$ cat src/rtl/seg7_display_ctrl.sv
// Avalon-MM seven-segment controller: hex decode, dp/blank/blink masks, blink prescaler, atomic ADD.
// Latency: zero-wait-state combinational reads; seg_out follows any register or phase change by one clk.
// Backpressure: none, the slave accepts every access and never stalls the master.
module seg7_display_ctrl #(
    parameter int           NUM_DIGITS      = 4,
    parameter logic [31:0]  RESET_VALUE     = 32'd0,
    parameter logic [31:0]  BLINK_DIV_RESET = 32'd25000000,
    parameter int           DIV_WIDTH       = 26,
    parameter bit           ACTIVE_LOW      = 1'b1
) (
    input  logic                      clk,
    input  logic                      reset_n,
    input  logic [1:0]                address,
    input  logic                      chipselect,
    input  logic                      write_n,
    input  logic [31:0]               writedata,
    output logic [31:0]               readdata,
    output logic [8*NUM_DIGITS-1:0]   seg_out
);

    localparam int VW = 4 * NUM_DIGITS;
    localparam logic [DIV_WIDTH-1:0] CNT_ONE = {{(DIV_WIDTH-1){1'b0}}, 1'b1};

    logic [VW-1:0]            value;
    logic [NUM_DIGITS-1:0]    dp_en;
    logic [NUM_DIGITS-1:0]    blank;
    logic [NUM_DIGITS-1:0]    blink;
    logic [DIV_WIDTH-1:0]     blink_div;
    logic [DIV_WIDTH-1:0]     cnt;
    logic                     phase;
    logic [8*NUM_DIGITS-1:0]  seg_nxt;
    logic [8*NUM_DIGITS-1:0]  seg_q;
    logic                     wr;
    logic                     unused_wd;

    assign wr        = chipselect & ~write_n;
    assign unused_wd = &{1'b0, writedata};

    function automatic logic [6:0] hex7(input logic [3:0] n);
        case (n)
            4'h0: hex7 = 7'h3F;  4'h1: hex7 = 7'h06;  4'h2: hex7 = 7'h5B;  4'h3: hex7 = 7'h4F;
            4'h4: hex7 = 7'h66;  4'h5: hex7 = 7'h6D;  4'h6: hex7 = 7'h7D;  4'h7: hex7 = 7'h07;
            4'h8: hex7 = 7'h7F;  4'h9: hex7 = 7'h6F;  4'hA: hex7 = 7'h77;  4'hB: hex7 = 7'h7C;
            4'hC: hex7 = 7'h39;  4'hD: hex7 = 7'h5E;  4'hE: hex7 = 7'h79;  default: hex7 = 7'h71;
        endcase
    endfunction

    function automatic logic [7:0] polarize(input logic [7:0] p);
        return ACTIVE_LOW ? ~p : p;
    endfunction

    always_ff @(posedge clk or negedge reset_n) begin
        if (!reset_n) begin
            value <= RESET_VALUE[VW-1:0];
            dp_en <= '0;
            blank <= '0;
            blink <= '0;
        end else if (wr) begin
            case (address)
                2'd0: value <= writedata[VW-1:0];
                2'd1: begin
                    dp_en <= writedata[NUM_DIGITS-1:0];
                    blank <= writedata[8 +: NUM_DIGITS];
                    blink <= writedata[16 +: NUM_DIGITS];
                end
                2'd3: value <= value + writedata[VW-1:0];
                default: ;
            endcase
        end
    end

    // A BLINK_DIV write restarts the blink period with the digits visible.
    always_ff @(posedge clk or negedge reset_n) begin
        if (!reset_n) begin
            blink_div <= BLINK_DIV_RESET[DIV_WIDTH-1:0];
            cnt       <= BLINK_DIV_RESET[DIV_WIDTH-1:0];
            phase     <= 1'b1;
        end else if (wr && address == 2'd2) begin
            blink_div <= writedata[DIV_WIDTH-1:0];
            cnt       <= writedata[DIV_WIDTH-1:0];
            phase     <= 1'b1;
        end else if (blink_div == '0) begin
            cnt   <= '0;
            phase <= 1'b1;
        end else if (cnt != '0) begin
            cnt <= cnt - CNT_ONE;
        end else begin
            cnt   <= blink_div;
            phase <= ~phase;
        end
    end

    always_comb begin
        seg_nxt = '0;
        for (int d = 0; d < NUM_DIGITS; d++) begin
            if (blank[d] || (blink[d] && !phase))
                seg_nxt[8*d +: 8] = polarize(8'h00);
            else
                seg_nxt[8*d +: 8] = polarize({dp_en[d], hex7(value[4*d +: 4])});
        end
    end

    always_ff @(posedge clk or negedge reset_n) begin
        if (!reset_n) begin
            for (int d = 0; d < NUM_DIGITS; d++)
                seg_q[8*d +: 8] <= polarize({1'b0, hex7(RESET_VALUE[4*d +: 4])});
        end else begin
            seg_q <= seg_nxt;
        end
    end

    assign seg_out = seg_q;

    always_comb begin
        readdata = '0;
        case (address)
            2'd0: readdata[VW-1:0] = value;
            2'd1: begin
                readdata[NUM_DIGITS-1:0]  = dp_en;
                readdata[8 +: NUM_DIGITS]  = blank;
                readdata[16 +: NUM_DIGITS] = blink;
            end
            2'd2: readdata[DIV_WIDTH-1:0] = blink_div;
            default: readdata[0] = phase;
        endcase
    end

endmodule

$ cat config.mk
export PLATFORM = sky130hd
export DESIGN_NAME = seg7_display_ctrl
export DESIGN_NICKNAME = d
export VERILOG_FILES = /design/src/rtl/seg7_display_ctrl.sv
export SDC_FILE = /design/constraint.sdc
export NUM_CORES = 1
export LEC_CHECK = 0
export ABC_AREA = 1
export CAP_MARGIN = 5
export CORE_ASPECT_RATIO = 2
export CORE_MARGIN = 10
export CORE_UTILIZATION = 45
export CTS_BUF_LIST = sky130_fd_sc_hd__clkbuf_8
export DETAILED_ROUTE_END_ITERATION = 10
export GPL_TIMING_DRIVEN = 0
export PLACE_DENSITY_LB_ADDON = 0.1
export SLEW_MARGIN = 20
export SYNTH_ARGS = -nofsm -noshare
export SYNTH_HDL_FRONTEND = slang
export SYNTH_SLANG_ARGS = --single-unit
$ cat constraint.sdc
create_clock -name clk -period 2.1 [get_ports clk]
set_input_delay 0.42 -clock clk [delete_from_list [all_inputs] [get_ports clk]]
set_output_delay 0.42 -clock clk [all_outputs]
set_load 0.03 [all_outputs]
==> summary.md, run 1 <==
| Metric | Value |
|---|---|
| Outcome | complete, no violations |
| DR pass1 iterations | 5 |
| Core Region | around 16,000 sq um |
| Slew Viols, Final | 0 |
| Via density | 5.34 |
| Largest family of logic cells by synthesized area | simple AND/OR/NAND/NOR gates |
| Gate power share | 46.3% |
| Die area | 21,900 sq um |
| Filler cells | around 1.6k |
| # rows | 65 |
| CP max FO | 9 |
| Worst hold endpoint | cnt[1] |
| Critical R2R Launch | blink_div[25] |
| Sequential share of the synthesized area | around two fifths |
| Cell breakdown of the critical path | clkbuf_2, inv_2, o22ai_1, buf_2 |
| Compound-cell area share of the yosys netlist | ~14% |
| Setup ws final | 16.9 ps |
| Seq cells post-synth | 113 |
| VDD IR-drop max | a little under 0.6 mV |
| Placed insts | around 1.3k |
| Max-cap violation count | 0 |
| R2R Setup Slk | 70 ps |
| Clock buffer depth | 2 |
| First-pass GRT wire length | roughly 38 mm |
| Flop pwr share | between 30 and 40% |
| Post-synthesis xor/xnor area fraction | 2.66% |
| Clock-pin slew on the worst setup and hold paths | 70 ps |
| # nets final | 1,164 |
| Element type at the critical path end | primary output |
| Internal Power | 0.00565 W |
| Initial antenna violation count | 1 |
| Routed vias | 6,933 |
| Mapped Cells | 960 |
| Hold Path Depth | 3 |
| Worst Tran Pin Value | 760 ps |
| Routed WL | roughly 25 mm |
| CTS tree | done |
| WL/cell | between 15 and 20 um |
| R2R depth | 9 |
| Setup CP Type | register to primary output |
| Die height | 199 um |
| Die width | 110 um |
| Static leakage | 4.35 nW |
| Reg-to-Reg End | cnt[15] |
| Initial Util | 45.9% |
| Total track usage | between 20% and 30% |
| NetSw | 0.00426 W |
| Timing-limited maximum frequency | a little under 0.5 GHz |
| CP max-delay cell | dfrtp_1 |
| Clock network power share | between 10% and 20% |
| Post-synth EDFFs | 0 |
| Final Hold Viols | 0 |
| CP Data Arrival Time | 1660 ps |
| CTS buffer count | 17 |
| CP delay by family, top | buffers and inverters |
| Post-synth top area cell | dfrtp_1 |
| Worst setup SP type | register |
| Setup violators final | 0 |
| Skew final | approximately 12 ps |
| Vias in the first global route | 7,143 |
| GRT overflow | 0 |
| Proportion of layout cells with a drive suffix above 1 | approximately 17% |
| Pin count of the biggest net entering global routing | 70 |
| Distinct cells, synth | 47 |
| RSZ-0062 raised after global routing | yes |
| DRC Markers | 0 |
| Power per standard cell area | 1100 nW/um^2 |
| Clock Latency Late Sink | 450 ps |
| Final period util | 99.2% |
| Area of the multi-input gates | 3860 sq um |
| Finished Layout Cells | about 1.3k |
| Remaining antenna violation count after routing | 0 |
| Total placed instance area | approximately 8400 sq um |
| Post-Syn Area | 7240 sq um |
| Mux share of post-synthesis cell area | less than 1% |
| Most frequent cell after synthesis | nand2_1 |
| Hold wc startpoint | writedata[1] |
| Yosys top cell area share | 27.7% |
| Worst min-delay path class | input pin to register |
| PortBufs | just under 90 |
| Hold WS | 350 ps |
| Synth Area in Adders | 7.36% |
| DRT iter0 DRCs | ~290 |
| Mean Syn Cell Area | 7.54 sq um |
| Switching part of the total power | approximately 43% |
| Simple-Gate Fraction of Synth Area | 26.5% |
| CTS H-tree depth | 4 |
| Placement Setup Slack | -1260 ps |
| Min cycle time layout | 2080 ps |
| Gpl congestion | roughly 0.96 |
| Worst slew margin | 49.3% |
| Ys flop type | dfrtp_1 |
| Clk sink count | 113 |
| Synth top area cells | dfrtp_1 28%, nand2_1 14%, dfstp_2 12%, ha_1 7.1%, inv_1 5.7% |
| Reg area | 2880 sq um |
| I/O Pins | between 100 and 150 |
| Worst path required time | 1680 ps |
| Commonest cells post-synth | 262 x nand2_1, 109 x inv_1, 80 x dfrtp_1, 75 x nor2_1, 70 x o21ai_0 |
| Final instance area | 8980 sq um |
| Synth Warn # | 0 |
| Async SR Flop Fraction | 100% |
| Worst Path Buf+Inv | 3 |
| Critical path's largest stage delay | approximately 400 ps |
| P&R area growth vs syn | 24.0% |
| DP HPWL | 19.7 mm |
| CTS root buffer | clkbuf_8 |
[cell type report]
| type | count | share of cell area [%] |
|---|---|---|
| multi-input combinational | 700 | 43.0 |
| sequential | 113 | 32.0 |
| timing repair buffer | 103 | 10.6 |
| inverter | 116 | 4.96 |
| clock buffer | 20 | 3.07 |
| tap | 201 | 2.80 |
| buffer | 33 | 2.70 |
| clock inverter | 12 | 0.892 |
| antenna | 1 | 0.0279 |
[kinds of logic (layout without fill, tap and decap cells)]
family	count (synthesis)	in the layout
AOI/OAI and AO/OA	173	173
xor gates and xnor gates	22	22
adders and majority gates	42	42
buffers and inverters	152	284
DFF	113	113
muxes	5	5
other	1	7
and+or+nand+nor	452	452
[worst max path at each step]
stage	slack [ps]	cells after the start	from	to
2_1_floorplan	160	5	address[1]	readdata[16]
3_3_place_gp	-3930	1	reset_n	cnt[15]
3_5_place_dp	-1260	9	address[0]	readdata[9]
4_1_cts	0.8	7	address[0]	readdata[13]
5_1_grt	-50	4	value[6]	readdata[6]
6_report	20	4	value[6]	readdata[6]
[per-layer routing]
| layer | GRT usage (%) | wire length, um | up-vias |
|---|---|---|---|
| met2 | 44.7 | 14200 | 184 |
| met5 | 0 | 0 | - |
| met4 | 15.6 | 1570 | 0 |
| met3 | 3.65 | 862 | 75 |
| met1 | 20.9 | 7930 | 3281 |
| li1 | - | - | 3393 |
[per-stage QoR]
step	setup TNS (ps)	utilization (%)	power [W]
final	0	56.9	0.00991
after global routing	-47.4	56.9	0.0106
after CTS	0	55.8	0.00983
after detailed placement	-74390	53.4	0.00791
after global placement	-468180	53.2	0.00786
after floorplan	0	-	0.00629
[power by group through the flow]
stage	Sequential, W	Combinational, W	Clock [W]
5_1_grt	0.00350	0.00506	0.00203
3_3_place_gp	0.00342	0.00444	0
3_5_place_dp	0.00344	0.00447	0
6_report	0.00343	0.00459	0.00189
4_1_cts	0.00341	0.00448	0.00194
2_1_floorplan	0.00382	0.00246	0
[sequential cells by signal (all words and copies together), names as in the netlist]
| name | count |
|---|---|
| cnt | 26 |
| value | 16 |
| dp_en | 4 |
| blink | 4 |
| seg_out | 32 |
| blink_div | 26 |
| blank | 4 |
| phase | 1 |
[placed cells by master (no fill, tap or decap), types with 23 or more instances in the layout]
| cell type | netlist | final |
|---|---|---|
| a21oi_1 | 39 | 37 |
| buf_4 | 7 | 25 |
| clkbuf_8 | 0 | 23 |
| clkdlybuf4s50_1 | 0 | 57 |
| dfrtp_1 | 80 | 74 |
| dfstp_2 | 33 | 33 |
| ha_1 | 41 | 35 |
| inv_1 | 109 | 105 |
| nand2_1 | 262 | 260 |
| nand3_1 | 64 | 63 |
| nor2_1 | 75 | 74 |
| o21ai_0 | 70 | 70 |
[repair_timing]
item,in CTS,in global routing
gates resized for setup,143,40
hold buffers,1,0
buffers inserted,6,6
pin swaps,1,3
hold endpoints to repair,40,0
setup endpoints to repair,88,43
[worst min-delay path: cells and delay by family]
kind                   cells  cell delay [ps]
and+or+nand+nor            2              160
buffers and inverters      1              190
(Power assumes the default switching activity.)
==> inputs of run 2 (changes only) <==
--- a/config.mk
+++ b/config.mk
@@ -13,6 +13,7 @@
 export CTS_BUF_LIST = sky130_fd_sc_hd__clkbuf_8
 export DETAILED_ROUTE_END_ITERATION = 10
 export GPL_TIMING_DRIVEN = 0
+export HOLD_SLACK_MARGIN = 0.15
 export PLACE_DENSITY_LB_ADDON = 0.1
 export SLEW_MARGIN = 20
 export SYNTH_ARGS = -nofsm -noshare
==> results of run 2 <==
The final DEF is identical to that of run 1; final timing and power are the same.
==> inputs of run 3 (changes only) <==
--- a/config.mk
+++ b/config.mk
@@ -9,9 +9,10 @@
 export CAP_MARGIN = 5
 export CORE_ASPECT_RATIO = 2
 export CORE_MARGIN = 10
-export CORE_UTILIZATION = 45
+export CORE_UTILIZATION = 50
 export CTS_BUF_LIST = sky130_fd_sc_hd__clkbuf_8
 export DETAILED_ROUTE_END_ITERATION = 10
+export GPL_ROUTABILITY_DRIVEN = 1
 export GPL_TIMING_DRIVEN = 0
 export HOLD_SLACK_MARGIN = 0.15
 export PLACE_DENSITY_LB_ADDON = 0.1
==> run 3 against run 2 <==
Clock skew is 3.9 ps higher; first-iteration DRC count is 20% higher; non-clock buffer count is 3 lower; critical path depth is 2 higher; critical endpoint unchanged; die area is 8.6% lower; clock-buffer cell count is 3 higher; final cell count is 1.0% lower; combinational power is 1% lower; clock power is 18% higher.
==> summary.md, run 3 (synthesized netlist as in run 1, its figures left out) <==
| Metric | Value |
|---|---|
| Initial antenna violation count | 0 (-1) |
| ANT cells | 0 (-1) |
| DRT iter0 DRCs | 346 (+20%) |
| Total track usage | 24.9% (+1.7 points) |
| PortBufs | 89 (unchanged) |
| P&R area growth vs syn | 24.2% |
| CTS buffer count | 17 (unchanged) |
| Die area | 20,000 sq um (-8.6%) |
| Outcome | complete, no violations |
| Total placed instance area | 8420 sq um (-0.13%) |
| Setup violators final | 0 (unchanged) |
| VDD IR-drop max | 0.732 mV (+23%) |
| Element type at the critical path end | primary output |
| Worst Tran Pin Value | 834 ps (+74.4 ps) |
| CTS H-tree depth | 4 (unchanged) |
| Initial Util | 50.7% (+4.8 points) |
| Routed WL | 24.4 mm (-0.41%) |
| Final period util | 99.3% (about the same) |
| Critical path's largest stage delay | 330 ps (-70 ps) |
| Final instance area | 8990 sq um (+0.11%) |
| Final Hold Viols | 0 (unchanged) |
| Slew Viols, Final | 0 (unchanged) |
| Clk sink count | 113 (unchanged) |
| RSZ-0062 raised after global routing | yes |
| Remaining antenna violation count after routing | 0 (unchanged) |
| WL/cell | 19.0 um (+0.60%) |
| Worst path required time | 1680 ps (about the same) |
| DP HPWL | 19.5 mm (-0.85%) |
| Max FFs per register | 32 (unchanged) |
| Core Region | 14,300 sq um (-9.5%) |
| Min cycle time layout | 2080 ps (+1.59 ps) |
| CP max-delay cell | clkdlybuf4s18_2 |
| Setup_tns | 0 ps (unchanged) |
| DR pass1 iterations | 5 (unchanged) |
| Timing-limited maximum frequency | 0.480 GHz (about the same) |
| Pin count of the biggest net entering global routing | 68 (-2.9%) |
| CTS tree | done |
| Die height | 190 um (-4.6%) |
| Worst slew margin | 44.4% (-5.0 points) |
| Vias in the first global route | 7,235 (+1.3%) |
| Gpl congestion | 0.928 (-3.2%) |
| Routed vias | 6,949 (+0.23%) |
| Worst Path Buf+Inv | 4 (+1) |
| Cell breakdown of the critical path | clkdlybuf4s15_2, ha_2, inv_2, clkbuf_4, o22ai_1, clkdlybuf4s18_2 |
| Worst min-delay path class | input pin to register |
| First-pass GRT wire length | 38.6 mm (+1.2%) |
| Proportion of layout cells with a drive suffix above 1 | 16.7% (-0.50 points) |
| CTS root buffer | clkbuf_8 |
| CP delay by family, top | buffers and inverters |
| Power per standard cell area | 1130 nW/um^2 (+2.7%) |
| Most frequent cells in the layout | 262 x nand2_1, 104 x inv_1, 74 x nor2_1, 73 x dfrtp_1, 69 x o21ai_0 |
| Via density | 5.40 (+1.2%) |
| Clock-pin slew on the worst setup and hold paths | 60 ps (about the same) |
| Worst setup SP type | input pin |
| GRT overflow | 0 (unchanged) |
| CP max FO | 7 (-2) |
| # rows | 62 (-4.6%) |
| Max-cap violation count | 0 (unchanged) |
| Static leakage | 4.34 nW (-0.32%) |
| CP Data Arrival Time | 1660 ps (about the same) |
| Clock Latency Late Sink | 460 ps (about the same) |
| Setup CP Type | input pin to primary output |
| Commonest non-fill, non-tap cell in the layout | nand2_1 |
| I/O Pins | 102 (unchanged) |
| Clock buffer depth | 2 (unchanged) |
| Die width | 105 um (-4.2%) |
| Skew final | 15.9 ps (+3.89 ps) |
| # nets final | 1,161 (-0.26%) |
| DRC Markers | 0 (unchanged) |
-- run 3: cell count changes in the layout (fill, tap and decap cells not counted), sizes merged --
cell | previous run | this run
buf | 53 | 41
clkbuf | 34 | 42
clkdlybuf4s15 | 1 | 8
dlygate4sd2 | 7 | 3
inv | 117 | 114
bufinv | 1 | 3
clkinv | 7 | 5
clkdlybuf4s50 | 57 | 58
diode | 1 | 0
-- run 3: repair_timing --
item / 4_1_cts / 5_1_grt
pin swaps: 1 / 3
hold endpoints to repair: 52 / 0
cloned: 1 / 0
hold buffers: 1 / 0
setup buffers: 4 / 4
setup endpoints to repair: 92 / 50
resized for setup: 131 / 39
-- run 3: layout make-up --
cell class,instances,area [sq um]
fill,1379,5280
multi-input combinational,700,3800
sequential,113,2880
timing repair buffer,100,953
inverter,116,449
clock buffer,23,317
tap,192,240
buffer,33,235
clock inverter,9,115
-- run 3: per-stage QoR --
stage	power (W)	cells	util, %	setup slack [ps]	hold WS [ps]
5_1_grt	0.0109	1286	63.0	-69.4	395
3_3_place_gp	0.00784	1246	58.8	-3800	460
3_5_place_dp	0.00789	1247	59.0	-1320	472
4_1_cts	0.0101	1282	62.2	-2.69	474
6_report	0.0102	1286	63.0	15.3	370
2_1_floorplan	0.00629	965	-	160	124
-- run 3: routing by layer --
metal,track usage [%],wire length (um),up-vias
li1,-,-,3389
met5,0,0,-
met3,4.51,1010,84
met2,49.0,13900,213
met1,22.0,7970,3263
met4,16.6,1590,0
-- run 3: worst reg2reg max path, cell delays in order, from the launching register on --
cell	delay, ps
dfrtp_1	390
inv_1	170
nand4_1	170
nor3_2	310
nand3_2	280
nand2_1	160
inv_1	60
buf_2	200
nand2_1	90
nand2_1	50
-- run 3: final timing paths --
check	from	end	slack, ps	cells past startpoint
setup / recovery	address[1]	readdata[6]	20	6
hold / removal	writedata[0]	cnt[0]	370	3
setup reg to reg	blink_div[23]	cnt[15]	110	9
hold reg to reg	dp_en[2]	seg_out[23]	480	1
max in group asynchronous	reset_n	seg_out[31]	800	3
min in group asynchronous	reset_n	seg_out[13]	540	2
-- run 3: report_power, final --
group | leakage (nW) | total, W | switching (W) | internal (W)
combinational | 2.82 | 0.00454 | 0.00286 | 0.00168
sequential | 1.29 | 0.00342 | 0.000479 | 0.00294
clock | 0.237 | 0.00223 | 0.000882 | 0.00134
total | 4.34 | 0.0102 | 0.00422 | 0.00597
